--- src/rtl/proc_pkg.sv ---
// Shared types for the proc_core register-file CPU: opcodes, FSM states, flag bit positions.
package proc_pkg;

    localparam int unsigned OPCODE_W = 4;
    localparam int unsigned FLAGS_W  = 4;

    typedef enum logic [OPCODE_W-1:0] {
        OP_NOP  = 4'h0,
        OP_LDI  = 4'h1,
        OP_MOV  = 4'h2,
        OP_ADD  = 4'h3,
        OP_SUB  = 4'h4,
        OP_AND  = 4'h5,
        OP_OR   = 4'h6,
        OP_XOR  = 4'h7,
        OP_ADDI = 4'h8,
        OP_SHL  = 4'h9,
        OP_SHR  = 4'hA,
        OP_CMP  = 4'hB,
        OP_MUL  = 4'hC,
        OP_RSVD = 4'hD,
        OP_RSVE = 4'hE,
        OP_RSVF = 4'hF
    } opcode_e;

    typedef enum logic [1:0] {
        IDLE = 2'd0,
        EXEC = 2'd1,
        WB   = 2'd2
    } state_e;

    // eflags packing is {V,C,N,Z}
    localparam int unsigned FLAG_Z = 0;
    localparam int unsigned FLAG_N = 1;
    localparam int unsigned FLAG_C = 2;
    localparam int unsigned FLAG_V = 3;

endpackage

--- src/rtl/proc_if.sv ---
// Instruction, status and debug-read port bundle between the sequencer and proc_core.
interface proc_if #(
    parameter int unsigned DATA_W = 4,
    parameter int unsigned NREGS  = 4
);
    localparam int unsigned REG_AW  = $clog2(NREGS);
    localparam int unsigned INSTR_W = 4 + 2 * REG_AW + DATA_W;

    logic [INSTR_W-1:0] instr;
    logic               instr_valid;
    logic               instr_ready;
    logic [3:0]         eflags;
    logic [REG_AW-1:0]  dbg_sel;
    logic [DATA_W-1:0]  dbg_data;
    logic               retired;
    logic               illegal;

    modport master (
        output instr, instr_valid, dbg_sel,
        input  instr_ready, eflags, dbg_data, retired, illegal
    );

    modport slave (
        input  instr, instr_valid, dbg_sel,
        output instr_ready, eflags, dbg_data, retired, illegal
    );
endinterface

--- src/rtl/proc_alu.sv ---
// Single-cycle ALU: result, next flags and write/flag/illegal classification per opcode.
// With PROC_MUL_EN defined, opcode C is classified legal; the product itself comes from proc_core.
module proc_alu
    import proc_pkg::*;
#(
    parameter int unsigned DATA_W = 4
) (
    input  opcode_e           op,
    input  logic [DATA_W-1:0] a,
    input  logic [DATA_W-1:0] b,
    input  logic [DATA_W-1:0] imm,
    output logic [DATA_W-1:0] result,
    output logic [3:0]        flags_next,
    output logic              writes_rd,
    output logic              updates_flags,
    output logic              is_illegal
);
    localparam int unsigned MSB = DATA_W - 1;

    logic [DATA_W-1:0] addend;
    logic [DATA_W:0]   add_ext;
    logic [DATA_W:0]   sub_ext;
    logic              carry;
    logic              ovf;

    always_comb begin
        addend        = (op == OP_ADDI) ? imm : b;
        add_ext       = {1'b0, a} + {1'b0, addend};
        sub_ext       = {1'b0, a} - {1'b0, b};
        result        = '0;
        carry         = 1'b0;
        ovf           = 1'b0;
        writes_rd     = 1'b0;
        updates_flags = 1'b0;
        is_illegal    = 1'b0;
        case (op)
            OP_NOP: ;
            OP_LDI: begin result = imm;   writes_rd = 1'b1; updates_flags = 1'b1; end
            OP_MOV: begin result = b;     writes_rd = 1'b1; updates_flags = 1'b1; end
            OP_AND: begin result = a & b; writes_rd = 1'b1; updates_flags = 1'b1; end
            OP_OR:  begin result = a | b; writes_rd = 1'b1; updates_flags = 1'b1; end
            OP_XOR: begin result = a ^ b; writes_rd = 1'b1; updates_flags = 1'b1; end
            OP_ADD, OP_ADDI: begin
                result        = add_ext[MSB:0];
                carry         = add_ext[DATA_W];
                ovf           = (a[MSB] == addend[MSB]) && (result[MSB] != a[MSB]);
                writes_rd     = 1'b1;
                updates_flags = 1'b1;
            end
            // top bit of the widened difference is the unsigned borrow
            OP_SUB, OP_CMP: begin
                result        = sub_ext[MSB:0];
                carry         = sub_ext[DATA_W];
                ovf           = (a[MSB] != b[MSB]) && (result[MSB] != a[MSB]);
                writes_rd     = (op == OP_SUB);
                updates_flags = 1'b1;
            end
            OP_SHL: begin
                result        = {a[MSB-1:0], 1'b0};
                carry         = a[MSB];
                writes_rd     = 1'b1;
                updates_flags = 1'b1;
            end
            OP_SHR: begin
                result        = {1'b0, a[MSB:1]};
                carry         = a[0];
                writes_rd     = 1'b1;
                updates_flags = 1'b1;
            end
`ifdef PROC_MUL_EN
            OP_MUL: begin writes_rd = 1'b1; updates_flags = 1'b1; end
`endif
            default: is_illegal = 1'b1;
        endcase
        flags_next         = '0;
        flags_next[FLAG_Z] = (result == '0);
        flags_next[FLAG_N] = result[MSB];
        flags_next[FLAG_C] = carry;
        flags_next[FLAG_V] = ovf;
    end

endmodule

--- src/rtl/proc_core.sv ---
// Multi-cycle register-file CPU core: IDLE -> EXEC -> WB, valid/ready instruction port, debug read.
// Define PROC_MUL_EN to make opcode C a shift-add multiply that holds EXEC for DATA_W cycles.
module proc_core
    import proc_pkg::*;
#(
    parameter int unsigned DATA_W = 4,
    parameter int unsigned NREGS  = 4
) (
    input  logic   clk,
    input  logic   rst,
    proc_if.slave  bus
);
    localparam int unsigned REG_AW  = $clog2(NREGS);
    localparam int unsigned INSTR_W = 4 + 2 * REG_AW + DATA_W;

    state_e             state;
    logic [INSTR_W-1:0] ir;
    logic [DATA_W-1:0]  regs [NREGS];
    logic [DATA_W-1:0]  res_q;
    logic [3:0]         flags_q;
    logic               wr_q;
    logic               upd_q;
    logic               ready_q;
    logic               retired_q;
    logic               illegal_q;
    logic [3:0]         eflags_q;

    opcode_e            ir_op;
    logic [REG_AW-1:0]  ir_rd;
    logic [REG_AW-1:0]  ir_rs;
    logic [DATA_W-1:0]  ir_imm;
    logic [DATA_W-1:0]  op_a;
    logic [DATA_W-1:0]  op_b;

    logic [DATA_W-1:0]  alu_result;
    logic [3:0]         alu_flags;
    logic               alu_wr;
    logic               alu_upd;
    logic               alu_ill;

    assign ir_op  = opcode_e'(ir[INSTR_W-1 -: OPCODE_W]);
    assign ir_rd  = ir[DATA_W+2*REG_AW-1 -: REG_AW];
    assign ir_rs  = ir[DATA_W+REG_AW-1 -: REG_AW];
    assign ir_imm = ir[DATA_W-1:0];
    assign op_a   = regs[ir_rd];
    assign op_b   = regs[ir_rs];

    proc_alu #(.DATA_W(DATA_W)) u_alu (
        .op            (ir_op),
        .a             (op_a),
        .b             (op_b),
        .imm           (ir_imm),
        .result        (alu_result),
        .flags_next    (alu_flags),
        .writes_rd     (alu_wr),
        .updates_flags (alu_upd),
        .is_illegal    (alu_ill)
    );

`ifdef PROC_MUL_EN
    localparam int unsigned STEP_W = $clog2(DATA_W);
    localparam int unsigned PROD_W = 2 * DATA_W;

    logic [STEP_W-1:0] step;
    logic [PROD_W-1:0] prod;
    logic [PROD_W-1:0] prod_next;
    logic [3:0]        mul_flags;

    // one partial product per EXEC cycle, multiplier bit selected by the step counter
    assign prod_next = prod + (op_a[step] ? (PROD_W'(op_b) << step) : '0);

    always_comb begin
        mul_flags         = '0;
        mul_flags[FLAG_Z] = (prod_next[DATA_W-1:0] == '0);
        mul_flags[FLAG_N] = prod_next[DATA_W-1];
        mul_flags[FLAG_C] = |prod_next[PROD_W-1:DATA_W];
    end
`endif

    always_ff @(posedge clk or posedge rst) begin
        if (rst) begin
            state     <= IDLE;
            ir        <= '0;
            res_q     <= '0;
            flags_q   <= '0;
            wr_q      <= 1'b0;
            upd_q     <= 1'b0;
            ready_q   <= 1'b1;
            retired_q <= 1'b0;
            illegal_q <= 1'b0;
            eflags_q  <= '0;
            for (int unsigned i = 0; i < NREGS; i++) regs[i] <= '0;
`ifdef PROC_MUL_EN
            step      <= '0;
            prod      <= '0;
`endif
        end else begin
            retired_q <= 1'b0;
            illegal_q <= 1'b0;
            case (state)
                IDLE: begin
                    if (bus.instr_valid) begin
                        ir      <= bus.instr;
                        ready_q <= 1'b0;
                        state   <= EXEC;
`ifdef PROC_MUL_EN
                        step    <= '0;
                        prod    <= '0;
`endif
                    end
                end
                EXEC: begin
`ifdef PROC_MUL_EN
                    if (ir_op == OP_MUL) begin
                        prod <= prod_next;
                        step <= step + STEP_W'(1);
                        if (step == STEP_W'(DATA_W - 1)) begin
                            res_q     <= prod_next[DATA_W-1:0];
                            flags_q   <= mul_flags;
                            wr_q      <= 1'b1;
                            upd_q     <= 1'b1;
                            retired_q <= 1'b1;
                            state     <= WB;
                        end
                    end else
`endif
                    begin
                        res_q     <= alu_result;
                        flags_q   <= alu_flags;
                        wr_q      <= alu_wr;
                        upd_q     <= alu_upd;
                        retired_q <= 1'b1;
                        illegal_q <= alu_ill;
                        state     <= WB;
                    end
                end
                WB: begin
                    if (wr_q)  regs[ir_rd] <= res_q;
                    if (upd_q) eflags_q    <= flags_q;
                    ready_q <= 1'b1;
                    state   <= IDLE;
                end
                default: begin
                    ready_q <= 1'b1;
                    state   <= IDLE;
                end
            endcase
        end
    end

    assign bus.instr_ready = ready_q;
    assign bus.retired     = retired_q;
    assign bus.illegal     = illegal_q;
    assign bus.eflags      = eflags_q;
    assign bus.dbg_data    = regs[bus.dbg_sel];

endmodule

--- src/flat_wrapper.sv ---
// flat-port wrapper written by rule: the top's interface ports become plain ports
module proc_core_flat import proc_pkg::*;
#(
    parameter int unsigned DATA_W = 4,
    parameter int unsigned NREGS  = 4
)
  (clk, rst, bus_instr, bus_instr_valid, bus_dbg_sel, bus_instr_ready, bus_eflags, bus_dbg_data, bus_retired, bus_illegal);
  proc_if #(.DATA_W(DATA_W), .NREGS(NREGS)) bus_i ();
  input  logic clk;
  input  logic rst;
  input wire logic [$bits(bus_i.instr)-1:0] bus_instr;
  input wire logic [$bits(bus_i.instr_valid)-1:0] bus_instr_valid;
  input wire logic [$bits(bus_i.dbg_sel)-1:0] bus_dbg_sel;
  output wire logic [$bits(bus_i.instr_ready)-1:0] bus_instr_ready;
  output wire logic [$bits(bus_i.eflags)-1:0] bus_eflags;
  output wire logic [$bits(bus_i.dbg_data)-1:0] bus_dbg_data;
  output wire logic [$bits(bus_i.retired)-1:0] bus_retired;
  output wire logic [$bits(bus_i.illegal)-1:0] bus_illegal;
  assign bus_i.instr = bus_instr;
  assign bus_i.instr_valid = bus_instr_valid;
  assign bus_i.dbg_sel = bus_dbg_sel;
  assign bus_instr_ready = bus_i.instr_ready;
  assign bus_eflags = bus_i.eflags;
  assign bus_dbg_data = bus_i.dbg_data;
  assign bus_retired = bus_i.retired;
  assign bus_illegal = bus_i.illegal;
  proc_core #(.DATA_W(DATA_W), .NREGS(NREGS)) u_core (.clk(clk), .rst(rst), .bus(bus_i));
endmodule
--- config.mk ---
export PLATFORM = sky130hd
export DESIGN_NAME = proc_core_flat
export DESIGN_NICKNAME = d
export VERILOG_FILES = /design/src/rtl/proc_pkg.sv /design/src/rtl/proc_if.sv /design/src/rtl/proc_alu.sv /design/src/rtl/proc_core.sv /design/src/flat_wrapper.sv
export SDC_FILE = /design/constraint.sdc
export NUM_CORES = 1
export LEC_CHECK = 0
export BUFFER_PORTS_ARGS = -buffer_cell sky130_fd_sc_hd__buf_4
export CAP_MARGIN = 30
export CORE_MARGIN = 5
export CORE_UTILIZATION = 40
export DETAILED_ROUTE_END_ITERATION = 6
export PLACE_DENSITY = 0.56
export RECOVER_POWER = 25
export SLEW_MARGIN = 20
export SYNTH_ARGS = -nofsm -noshare
export SYNTH_HDL_FRONTEND = slang
export SYNTH_SLANG_ARGS = --single-unit
--- constraint.sdc ---
create_clock -name clk -period 3.71 [get_ports clk]
set_input_delay 0.371 -clock clk [delete_from_list [all_inputs] [get_ports clk]]
set_output_delay 0.371 -clock clk [all_outputs]
set_load 0.01 [all_outputs]
---- Word-level counts from Yosys, hierarchy flattened ----
Index checks and enable logic that the tools add are counted.
word-level totals
  register bits after elaboration ......... 47
  input port bits ......................... 17
  output and inout port bits .............. 11
  logic and storage cells ................. 85
cells by class
  add/sub/neg operators ................... 2
  magnitude comparators ................... 4
  eq/ne operators ......................... 18
  muxes and demuxes ....................... 25
  bitwise logic cells ..................... 7
  reductions and logical operators ........ 15
operator list
  operator                                                          number
  4-bit case mux with 9 select lines                                1
  4-bit two-way mux                                                 8
  4-bit binary-select mux with 2-bit select                         3
  16-bit bitwise mux                                                1
  4-bit by 3-bit == test with 1-bit output (second input constant)  4
  4-bit == test (second input constant)                             4
  12-bit OR reduction                                               1
  11-bit OR reduction                                               1
  3-bit greater-or-equal comparator (second input constant)         3
  2-bit inverter with 3-bit output                                  3
  9-bit OR reduction                                                1
  4-bit demux with 2-bit select                                     1
  4-bit by 2-bit == test with 1-bit output (second input constant)  2
  4-bit zero test                                                   2
  2-bit AND reduction                                               4
  1-bit case mux with 2 select lines                                3
  4-bit by 4-bit adder with 5-bit output                            1
  1-bit two-way mux                                                 5
  4-bit by 4-bit subtractor with 5-bit output                       1
  4-bit AND                                                         1
  4-bit by 1-bit == test with 1-bit output (second input constant)  1
  4-bit bitwise OR                                                  1
  1-bit case mux with 4 select lines                                1
  2-bit case mux with 2 select lines                                1
  other kinds (12)                                                  17

---- Logic depth before layout (Yosys ltp) ----
Gate-level depths: netlist of run 1.
  word-level depth ........................ 9
  mapped depth ............................ 12
  depth with buffers taken out ............ 11

---- Hierarchy ----
Synthesis of run 1 repeated with hierarchy kept, for this count alone.
unflattened totals
  cells, all modules ...................... 249
  area total of the unflattened synthesis .. 3083.0 µm²
by module, submodules not included
  module     times used  cells an instance  area each (µm²)
  proc_core  1           121                2095.8
  proc_alu   1           128                987.2

---- Worst setup path before layout of run 1 ----
OpenSTA, ideal clock, no wires.
  kind .................................... reg2reg
  from .................................... register u_core.ir[10]
  to ...................................... register u_core.flags_q[0]
  setup time .............................. 104 ps
  arrival ................................. 2930 ps
  required time ........................... 3606 ps
  setup slack ............................. 677 ps
  cell stages (with the launch flop) ...... 13
  buffers on the path ..................... 1
  cells stage by stage .................... dfrtp_1 -> clkbuf_1 -> nor4b_2 -> nand2_1 -> o21ai_0 -> ha_1 -> inv_1 -> fa_1 -> xor2_1 -> nand3b_1 -> a31oi_1 -> or4_1 -> o41ai_2
between the ends
  word-level cells in the longest chain between the ends .. 5
  elaborated cells between the ends (all ways) .. 17
  those cells by class .................... 1 x add/sub; 11 x eq/ne; 2 x mux; 3 x reduce/logical
ends and longest elaborated chain
  what                                    RTL line                        text
  from (decl)                             proc_core.sv:17                 logic [INSTR_W-1:0] ir;
  from (signal assigned)                  proc_core.sv:103                ir <= bus.instr;
  4-bit == test                           proc_alu.sv:27, proc_alu.sv:36
  4-bit two-way mux                       proc_alu.sv:27                  addend = (op == OP_ADDI) ? imm : b;
  4-bit by 4-bit adder with 5-bit output  proc_alu.sv:28                  add_ext = {1'b0, a} + {1'b0, addend};
  4-bit case mux with 9 select lines (*)  proc_alu.sv:36                  case (op)
  4-bit zero test (*)                     proc_alu.sv:76                  flags_next[FLAG_Z] = (result == '0);
  to (signal assigned)                    proc_core.sv:129                flags_q <= alu_flags;
  to (decl)                               proc_core.sv:20                 logic [3:0] flags_q;
Every way passes the cells marked *; elsewhere a longest branch is shown, timed or not.
A chain may end at the register's enable or synchronous reset.

---- Worst setup path in the final report of run 1 ----
  from .................................... register u_core.ir[4]
  to ...................................... register u_core.flags_q[0]
between the ends
  word-level cells in the longest chain between the ends .. 8
  elaborated cells between the ends (all ways) .. 12
  those cells by class .................... 2 x add/sub; 5 x mux; 4 x bitwise; 1 x reduce/logical
ends and longest elaborated chain
  what                                                        RTL line         text
  2-bit inverter with 3-bit output (implied by the code) (*)  proc_core.sv:46  assign op_b = regs[ir_rs];
  4-bit binary-select mux with 2-bit select (*)               proc_core.sv:46
  4-bit two-way mux (implied by the code) (*) (2 in series)   proc_core.sv:46
  4-bit two-way mux                                           proc_alu.sv:27
  4-bit by 4-bit adder with 5-bit output                      proc_alu.sv:28
  4-bit case mux with 9 select lines (*)                      proc_alu.sv:36
  4-bit zero test (*)                                         proc_alu.sv:76
Every way passes the cells marked *; elsewhere a longest branch is shown, timed or not. The select of a mux whose other input is x is not followed.

==> impl_metrics.prom, run 1 <==
# TYPE chip_impl_metric gauge
chip_impl_metric{name="synthMuxAreaShare",unit="%"} 23.34
chip_impl_info{name="synth.top_cells.by_count",value="45 x sky130_fd_sc_hd__dfrtp_1, 34 x sky130_fd_sc_hd__mux2_2, 22 x sky130_fd_sc_hd__nand2_1"} 1
chip_impl_info{name="crit_path_start",value="u_core.ir[4]"} 1
chip_impl_metric{name="die_area",unit="mm²"} 0.009158
chip_impl_metric{name="post_synthesis_mean_instance_area",unit="µm²"} 11.30
chip_impl_metric{name="synthDistinctLibCells",unit=""} 55
chip_impl_info{name="setup.worst_path.end",value="u_core.flags_q[0]"} 1
chip_impl_metric{name="finalWorstSetupSlack",unit="ns"} 0.5994
chip_impl_metric{name="detailedRoute.firstIterationViolations",unit=""} 231
chip_impl_metric{name="p_seq_share",unit="%"} 36.1
chip_impl_metric{name="holdBufCountCts",unit=""} 0
chip_impl_info{name="setup_repair_after_global_routing_missed_its_margin",value="false"} 1
chip_impl_metric{name="io_pins",unit=""} 28
chip_impl_metric{name="tightest_slew",unit="ns"} 1.681
chip_impl_info{name="crit_path_start_kind",value="flop"} 1
chip_impl_metric{name="ys_ff_latch",unit=""} 46
chip_impl_metric{name="number_of_vias_in_the_routed_layout",unit=""} 2124
chip_impl_metric{name="worst_ir_drop_vdd",unit="V"} 0.0002798
chip_impl_metric{name="depth_of_the_cts_h_tree",unit=""} 2
chip_impl_metric{name="period_share",unit="%"} 83.84
chip_impl_metric{name="gr-usage-all-layers",unit="%"} 16.75
chip_impl_metric{name="synth.top_cell.area_share",unit="%"} 38.33
chip_impl_metric{name="cts.path.max_buffers",unit=""} 2
chip_impl_metric{name="vias_per_cell",unit=""} 5.474
chip_impl_metric{name="timing_hold_violations_final",unit=""} 0
chip_impl_metric{name="p_int",unit="µW"} 1395
chip_impl_metric{name="timing.final.setup_violations",unit=""} 0
chip_impl_metric{name="synth_adder_area_share",unit="%"} 8.177
chip_impl_metric{name="antenna_found_initial",unit=""} 0
chip_impl_metric{name="fmaxAchievable",unit="MHz"} 321.5
chip_impl_metric{name="drc_violations_left",unit=""} 0
chip_impl_metric{name="rows",unit=""} 31
chip_impl_info{name="critical_path_class",value="flop to flop"} 1
chip_impl_metric{name="switching_share",unit="%"} 38.05
chip_impl_metric{name="syn_inst",unit=""} 260
chip_impl_info{name="clock_tree_from_tritoncts",value="yes"} 1
chip_impl_metric{name="gp_congestion",unit=""} 0.9044
chip_impl_metric{name="clock_latency",unit="ns"} 0.30
chip_impl_info{name="synth-main-ff-cell",value="sky130_fd_sc_hd__dfrtp_1"} 1
chip_impl_metric{name="post_syn_area",unit="mm²"} 0.002938
chip_impl_metric{name="cts.repair.resized",unit=""} 0
chip_impl_metric{name="detail_route.wirelength",unit="µm"} 7056
chip_impl_metric{name="clock_transition_at_path_regs",unit="ns"} 0.08
chip_impl_metric{name="synth_compound_area_share",unit="%"} 11.41
chip_impl_metric{name="required",unit="ns"} 3.91
chip_impl_metric{name="wl_per_cell",unit="µm"} 18.19
chip_impl_metric{name="floorplan.initialDensity",unit="%"} 40.72
chip_impl_metric{name="cts.sink_count",unit=""} 46
chip_impl_metric{name="power.static_leakage",unit="µW"} 0.001525
chip_impl_metric{name="crit_arrival",unit="ns"} 3.31
chip_impl_metric{name="yosys.area_share.xor_xnor",unit="%"} 1.491
chip_impl_metric{name="synth-async-reset-ratio",unit="%"} 100.0
chip_impl_metric{name="gate_power_share",unit="%"} 46.8
chip_impl_metric{name="syn2layout_area_growth",unit="%"} 15.12
chip_impl_info{name="timing.critical_path.to_type",value="flop"} 1
chip_impl_metric{name="maxCapViolations",unit=""} 1
chip_impl_metric{name="yosys_warnings",unit=""} 0
chip_impl_metric{name="regToRegSetupSlack",unit="ns"} 0.60
chip_impl_metric{name="grt_pass1_vias",unit=""} 2181
chip_impl_metric{name="drive_gt1_share",unit="%"} 31.83
chip_impl_metric{name="power_density",unit="mW/mm²"} 666.0
chip_impl_metric{name="gr-total-overflow",unit=""} 0
chip_impl_info{name="reg2reg_to",value="u_core.flags_q[0]"} 1
chip_impl_metric{name="placeableCoreArea",unit="mm²"} 0.007214
chip_impl_metric{name="finClkSkew",unit="ns"} 0.005569
chip_impl_metric{name="clock_power_share",unit="%"} 17.1
chip_impl_metric{name="slew_headroom",unit="%"} -12.08
chip_impl_metric{name="synthesis.nets",unit=""} 295
chip_impl_metric{name="final_max_slew_viol_count",unit=""} 33
chip_impl_metric{name="finalWorstPathRequiredPeriod",unit="ns"} 3.111
chip_impl_metric{name="io_buffers",unit=""} 27
chip_impl_info{name="worst_r2r_startpoint",value="u_core.ir[4]"} 1
chip_impl_info{name="violations",value="max-capacitance violations, max-slew violations"} 1
chip_impl_metric{name="number_of_enable_type_register_cells_in_the_synthesized_netlist",unit=""} 0
chip_impl_metric{name="synth-simple-area-share",unit="%"} 12.27
chip_impl_info{name="outcome",value="complete, but fails checks"} 1
chip_impl_metric{name="tns",unit="ns"} 0
chip_impl_metric{name="cp_max_fo",unit=""} 5
chip_impl_metric{name="drt_first_pass_iters",unit=""} 4
chip_impl_metric{name="die_w",unit="µm"} 95.70
chip_impl_metric{name="floorplan.die.height",unit="µm"} 95.70
chip_impl_metric{name="preCtsSetupSlack",unit="ns"} 0.6423
chip_impl_metric{name="grt_first_pass_wirelength",unit="µm"} 11720
chip_impl_info{name="synth_top_family_by_area",value="multiplexers"} 1
chip_impl_metric{name="grt_start_max_net_pins",unit=""} 33
chip_impl_metric{name="ant_nets",unit=""} 0
chip_impl_metric{name="insertedDiodeCount",unit=""} 0
chip_impl_metric{name="numCtsBuffers",unit=""} 5
chip_impl_metric{name="postCtsSetupRepairBufs",unit=""} 0
chip_impl_metric{name="sequential_share_of_the_synthesized_area",unit="%"} 39.22
chip_impl_metric{name="place_hpwl",unit="µm"} 5405
chip_impl_info{name="yosysMostFrequentCell",value="sky130_fd_sc_hd__dfrtp_1"} 1
chip_impl_info{name="yosysTopAreaCell",value="sky130_fd_sc_hd__dfrtp_1"} 1
chip_impl_info{name="root_buffer",value="sky130_fd_sc_hd__clkbuf_8"} 1
chip_impl_metric{name="worst_r2r_path_depth",unit=""} 11
chip_impl_metric{name="nNetsFinal",unit=""} 323
chip_impl_metric{name="net-switching-power",unit="µW"} 857.2
chip_impl_info{name="hold_class",value="primary input to async pin"} 1
chip_impl_info{name="area_contributors_post_synth",value="sky130_fd_sc_hd__dfrtp_1 38%, sky130_fd_sc_hd__mux2_2 13%, sky130_fd_sc_hd__mux4_2 7.7%"} 1
## critical path, stage by stage, from the launching register on
cell and delay, ns:
sky130_fd_sc_hd__dfrtp_1 0.47, sky130_fd_sc_hd__mux4_2 0.41, sky130_fd_sc_hd__inv_1 0.06, sky130_fd_sc_hd__o21ai_0 0.19, sky130_fd_sc_hd__ha_1 0.21, sky130_fd_sc_hd__inv_1 0.06, sky130_fd_sc_hd__fa_1 0.39, sky130_fd_sc_hd__xor2_1 0.20
sky130_fd_sc_hd__nand3b_1 0.13, sky130_fd_sc_hd__a31oi_1 0.08, sky130_fd_sc_hd__or4_1 0.52, sky130_fd_sc_hd__o41ai_2 0.29
## power by group through the flow
stage / clock [µW] / combinational [µW] / sequential, µW
after floorplan: 0 / 791 / 761
after global placement: 0 / 1050 / 822
after detailed placement: 0 / 1050 / 822
after CTS: 400 / 1060 / 811
after global routing: 422 / 1170 / 836
final: 386 / 1050 / 812
## flip-flops by register name, summed over array words and instances (netlist names)
| signal | flops |
|---|---|
| u_core.flags_q | 4 |
| u_core.bus.eflags | 4 |
| u_core.bus.retired | 1 |
| u_core.ir | 12 |
| u_core.bus.instr_ready | 1 |
| u_core.regs | 16 |
| u_core.wr_q | 1 |
| u_core.res_q | 3 |
| u_core.state | 2 |
| u_core.bus.illegal | 1 |
| u_core.upd_q | 1 |
## cell families (layout without fill, tap and decap cells)
group                      Yosys count  count (layout)
adders and majority gates           18              18
xor gates and xnor gates             5               5
and+or+nand+nor                     67              67
DFF                                 46              46
buffers and inverters               30              59
muxes                               48              48
AOI/OAI and AO/OA                   46              46
## cell type report
class                      instances  area [µm²]
fill                             717        3832
multi-input combinational        184        1670
sequential                        46        1152
timing repair buffer              34       255.2
tap                               99       123.9
clock buffer                       7       86.33
inverter                          17       63.81
clock inverter                     1       30.03
## metal layers
metal | wire (µm) | global-route usage, % | up-vias
met5 | 0 | 0 | -
met4 | 102 | 4.384 | 0
met3 | 235 | 2.893 | 9
met2 | 3391 | 27.16 | 43
met1 | 3327 | 23.24 | 1058
li1 | - | - | 1014
## worst min path at each step
stage	start	to	slack (ns)	cells past startpoint
5_1_grt	rst	u_core.ir[5]	0.18	2
2_1_floorplan	u_core.flags_q[0]	u_core.flags_q[0]	0.44	2
3_5_place_dp	rst	u_core.ir[5]	0.36	2
4_1_cts	rst	u_core.ir[5]	0.04	2
3_3_place_gp	u_core.upd_q	u_core.upd_q	0.46	2
6_report	rst	u_core.state[0]	0.12	2
## through the flow
stage / hold WS, ns / cell area [µm²] / total power [µW] / util (%) / instances
floorplan: 0.4441 / 2938 / 1552 / - / 260
global placement: 0.4626 / 3251 / 1870 / 45.06 / 378
detailed placement: 0.3649 / 3282 / 1871 / 45.49 / 380
CTS: 0.03727 / 3398 / 2273 / 47.10 / 388
global route: 0.1818 / 3382 / 2431 / 46.88 / 388
finish: 0.1224 / 3382 / 2252 / 46.88 / 388
## cell usage in the layout, fill, tap and decap left out, types with 3 or more instances in the layout
cell	netlist	final
sky130_fd_sc_hd__o21ai_0	9	9
sky130_fd_sc_hd__mux2_2	34	34
sky130_fd_sc_hd__dfrtp_1	45	45
sky130_fd_sc_hd__nor4bb_1	3	3
sky130_fd_sc_hd__ha_1	16	16
sky130_fd_sc_hd__xnor2_1	3	3
sky130_fd_sc_hd__a21oi_1	7	7
sky130_fd_sc_hd__nand3_1	3	3
sky130_fd_sc_hd__nand2b_1	3	3
sky130_fd_sc_hd__mux4_2	10	10
sky130_fd_sc_hd__buf_4	0	31
sky130_fd_sc_hd__a22o_1	4	4
sky130_fd_sc_hd__nand2_1	22	22
sky130_fd_sc_hd__nor2_1	12	12
sky130_fd_sc_hd__clkbuf_8	0	6
sky130_fd_sc_hd__inv_1	16	16
sky130_fd_sc_hd__nor2b_1	6	6
Note: power is estimated with default switching activity, not from simulation.
==> run 2: changes to the inputs <==
Settings changed: PLACE_DENSITY 0.56 to 0.58.
Clock period 3.71 ns to 2.7 ns, I/O delays scaled along.
==> impl_metrics.prom, run 2 (synthesis gave the netlist of run 1 again) <==
# TYPE chip_impl_metric gauge
chip_impl_info{name="outcome",value="complete, but fails checks"} 1
chip_impl_info{name="violations",value="negative setup slack"} 1
chip_impl_metric{name="syn2layout_area_growth",unit="%"} 27.21
chip_impl_metric{name="required",unit="ns"} 2.89
chip_impl_metric{name="finalWorstSetupSlack",unit="ns"} -0.06506
chip_impl_metric{name="insertedDiodeCount",unit=""} 0
chip_impl_metric{name="final_max_slew_viol_count",unit=""} 0
chip_impl_metric{name="grt_first_pass_wirelength",unit="µm"} 13130
chip_impl_info{name="reg2reg_to",value="u_core.flags_q[1]"} 1
chip_impl_info{name="critical_path_class",value="flop to flop"} 1
chip_impl_metric{name="p_seq_share",unit="%"} 32.3
chip_impl_metric{name="tightest_slew",unit="ns"} 0.9354
chip_impl_metric{name="power.static_leakage",unit="µW"} 0.001719
chip_impl_info{name="crit_path_start_kind",value="flop"} 1
chip_impl_metric{name="cp_max_fo",unit=""} 5
chip_impl_metric{name="placed_cell_area",unit="mm²"} 0.003523
chip_impl_metric{name="multi_input_comb_area",unit="mm²"} 0.001712
chip_impl_metric{name="numCtsBuffers",unit=""} 5
chip_impl_metric{name="period_share",unit="%"} 102.4
chip_impl_metric{name="timing_hold_violations_final",unit=""} 0
chip_impl_metric{name="worst_ir_drop_vdd",unit="V"} 0.0004597
chip_impl_metric{name="worst_r2r_path_depth",unit=""} 9
chip_impl_metric{name="gr-total-overflow",unit=""} 0
chip_impl_metric{name="whs",unit="ns"} 0.1740
chip_impl_metric{name="vias_per_cell",unit=""} 5.450
chip_impl_metric{name="switching_share",unit="%"} 38.24
chip_impl_metric{name="grt_start_max_net_pins",unit=""} 26
chip_impl_metric{name="num-fill-cells",unit=""} 702
chip_impl_metric{name="fmaxAchievable",unit="MHz"} 361.7
chip_impl_metric{name="drt_first_pass_iters",unit=""} 4
chip_impl_info{name="hold_class",value="primary input to flop"} 1
chip_impl_metric{name="placeableCoreArea",unit="mm²"} 0.007214
chip_impl_info{name="setup_repair_after_global_routing_missed_its_margin",value="true"} 1
chip_impl_metric{name="maxCapViolations",unit=""} 0
chip_impl_metric{name="clock_transition_at_path_regs",unit="ns"} 0.09
chip_impl_metric{name="instance_count_after_placement_with_tap_cells_included",unit=""} 412
chip_impl_metric{name="gr-usage-all-layers",unit="%"} 18.79
chip_impl_info{name="worstHoldStart",value="bus_instr[10]"} 1
chip_impl_metric{name="power_density",unit="mW/mm²"} 919.2
chip_impl_metric{name="depth_of_the_cts_h_tree",unit=""} 2
chip_impl_info{name="holdPathEnd",value="u_core.ir[10]"} 1
chip_impl_info{name="most-common-layout-cells",value="71 x sky130_fd_sc_hd__buf_4, 43 x sky130_fd_sc_hd__dfrtp_1, 33 x sky130_fd_sc_hd__mux2_2"} 1
chip_impl_metric{name="rows",unit=""} 31
chip_impl_metric{name="io_buffers",unit=""} 27
chip_impl_metric{name="floorplan.die.height",unit="µm"} 95.70
chip_impl_metric{name="finalWorstPathRequiredPeriod",unit="ns"} 2.765
chip_impl_metric{name="gp_congestion",unit=""} 0.9282
chip_impl_metric{name="timing.final.setup_violations",unit=""} 3
chip_impl_info{name="clock_tree_from_tritoncts",value="yes"} 1
chip_impl_info{name="worst_r2r_startpoint",value="u_core.ir[6]"} 1
chip_impl_metric{name="detailedRoute.firstIterationViolations",unit=""} 132
chip_impl_metric{name="floorplan.initialDensity",unit="%"} 40.72
chip_impl_metric{name="die_area",unit="mm²"} 0.009158
chip_impl_info{name="root_buffer",value="sky130_fd_sc_hd__clkbuf_8"} 1
chip_impl_metric{name="clock_power_share",unit="%"} 12.4
chip_impl_metric{name="crit_arrival",unit="ns"} 2.96
chip_impl_info{name="timing.critical_path.to_type",value="flop"} 1
chip_impl_metric{name="largest_reg_flops",unit=""} 16
chip_impl_metric{name="clock_latency",unit="ns"} 0.30
chip_impl_metric{name="tns",unit="ns"} -0.1811
chip_impl_metric{name="drive_gt1_share",unit="%"} 44.91
chip_impl_metric{name="finClkSkew",unit="ns"} 0.006359
chip_impl_info{name="top_register",value="u_core.regs"} 1
chip_impl_metric{name="regToRegSetupSlack",unit="ns"} -0.07
chip_impl_metric{name="wl_per_cell",unit="µm"} 17.72
chip_impl_metric{name="preCtsSetupSlack",unit="ns"} -0.1719
chip_impl_metric{name="layout.cell_area.non_filler",unit="mm²"} 0.003737
chip_impl_metric{name="cts.path.max_buffers",unit=""} 2
chip_impl_metric{name="antenna_found_initial",unit=""} 0
chip_impl_info{name="reg_top3",value="u_core.regs (16), u_core.ir (12)"} 1
chip_impl_metric{name="number_of_vias_in_the_routed_layout",unit=""} 2360
chip_impl_metric{name="detail_route.wirelength",unit="µm"} 7673
chip_impl_metric{name="finalNonFillerCells",unit=""} 433
chip_impl_metric{name="nNetsFinal",unit=""} 368
chip_impl_metric{name="io_pins",unit=""} 28
chip_impl_metric{name="grt_pass1_vias",unit=""} 2557
chip_impl_metric{name="ant_nets",unit=""} 0
chip_impl_metric{name="min_delay_path_depth",unit=""} 3
chip_impl_metric{name="gate_power_share",unit="%"} 55.4
chip_impl_metric{name="cts.sink_count",unit=""} 46
chip_impl_metric{name="die_w",unit="µm"} 95.70
chip_impl_metric{name="slew_headroom",unit="%"} 37.51
chip_impl_metric{name="drc_violations_left",unit=""} 0
chip_impl_metric{name="regArea",unit="mm²"} 0.001155
chip_impl_metric{name="net-switching-power",unit="µW"} 1314
chip_impl_info{name="final_common_cell",value="sky130_fd_sc_hd__buf_4"} 1
chip_impl_metric{name="p_int",unit="µW"} 2122
chip_impl_metric{name="place_hpwl",unit="µm"} 5878
[run 2: worst max path at each step]
stage,startpoint,to,slack [ns],cells past startpoint
2_1_floorplan,u_core.ir[10],u_core.res_q[2],-0.09,11
3_3_place_gp,u_core.ir[4],u_core.flags_q[0],-0.18,10
3_5_place_dp,u_core.ir[4],u_core.flags_q[0],-0.17,10
4_1_cts,u_core.ir[4],u_core.flags_q[0],-0.06,11
5_1_grt,u_core.ir[4],u_core.flags_q[0],-0.22,11
6_report,u_core.ir[6],u_core.flags_q[1],-0.07,9
[run 2: power by group through the flow]
| stage | sequential [µW] | combinational (µW) | clock [µW] |
|---|---|---|---|
| 6_report | 1110 | 1900 | 425 |
| 3_5_place_dp | 1120 | 1760 | 0 |
| 3_3_place_gp | 1110 | 1740 | 0 |
| 4_1_cts | 1110 | 1870 | 441 |
| 2_1_floorplan | 1050 | 1110 | 0 |
| 5_1_grt | 1140 | 2090 | 480 |
[run 2: critical path, stage by stage, from the launching register on]
cell and delay (ns):
sky130_fd_sc_hd__dfrtp_2 0.43, sky130_fd_sc_hd__buf_6 0.12, sky130_fd_sc_hd__mux4_2 0.56, sky130_fd_sc_hd__inv_2 0.09, sky130_fd_sc_hd__ha_1 0.24, sky130_fd_sc_hd__mux2_2 0.27
sky130_fd_sc_hd__a32oi_1 0.17, sky130_fd_sc_hd__o211ai_1 0.17, sky130_fd_sc_hd__a221o_1 0.33, sky130_fd_sc_hd__mux2_4 0.26
[run 2: final cells by class]
type	count	area share, %
Tap cell	99	3.314
Multi-Input combinational cell	184	45.80
Inverter	17	1.707
Clock buffer	5	1.841
Clock inverter	3	0.5022
Timing Repair Buffer	79	15.94
Sequential cell	46	30.90
[run 2: layer usage]
metal,global-route usage [%],wire (µm),up-vias,share of wire (%)
met3,3.518,364,23,4.7
met1,24.59,3346,1174,44
met5,0,0,-,0
met4,7.346,252,0,3.3
met2,30.80,3710,66,48
li1,-,-,1097,-
[run 2: repair_timing]
| item | in CTS | in global routing |
|---|---|---|
| gates cloned | 0 | 0 |
| pin swaps | 8 | 6 |
| setup buffers | 10 | 2 |
| endpoints found under the hold margin | 13 | 0 |
| gates resized for setup | 11 | 6 |
| setup endpoints to repair | 3 | 4 |
| hold buffers | 1 | 0 |
[run 2: stage by stage]
step	total power, µW	utilization, %
6_report	3436	51.80
2_1_floorplan	2159	-
3_3_place_gp	2858	48.84
3_5_place_dp	2877	48.84
5_1_grt	3715	51.80
4_1_cts	3418	51.53
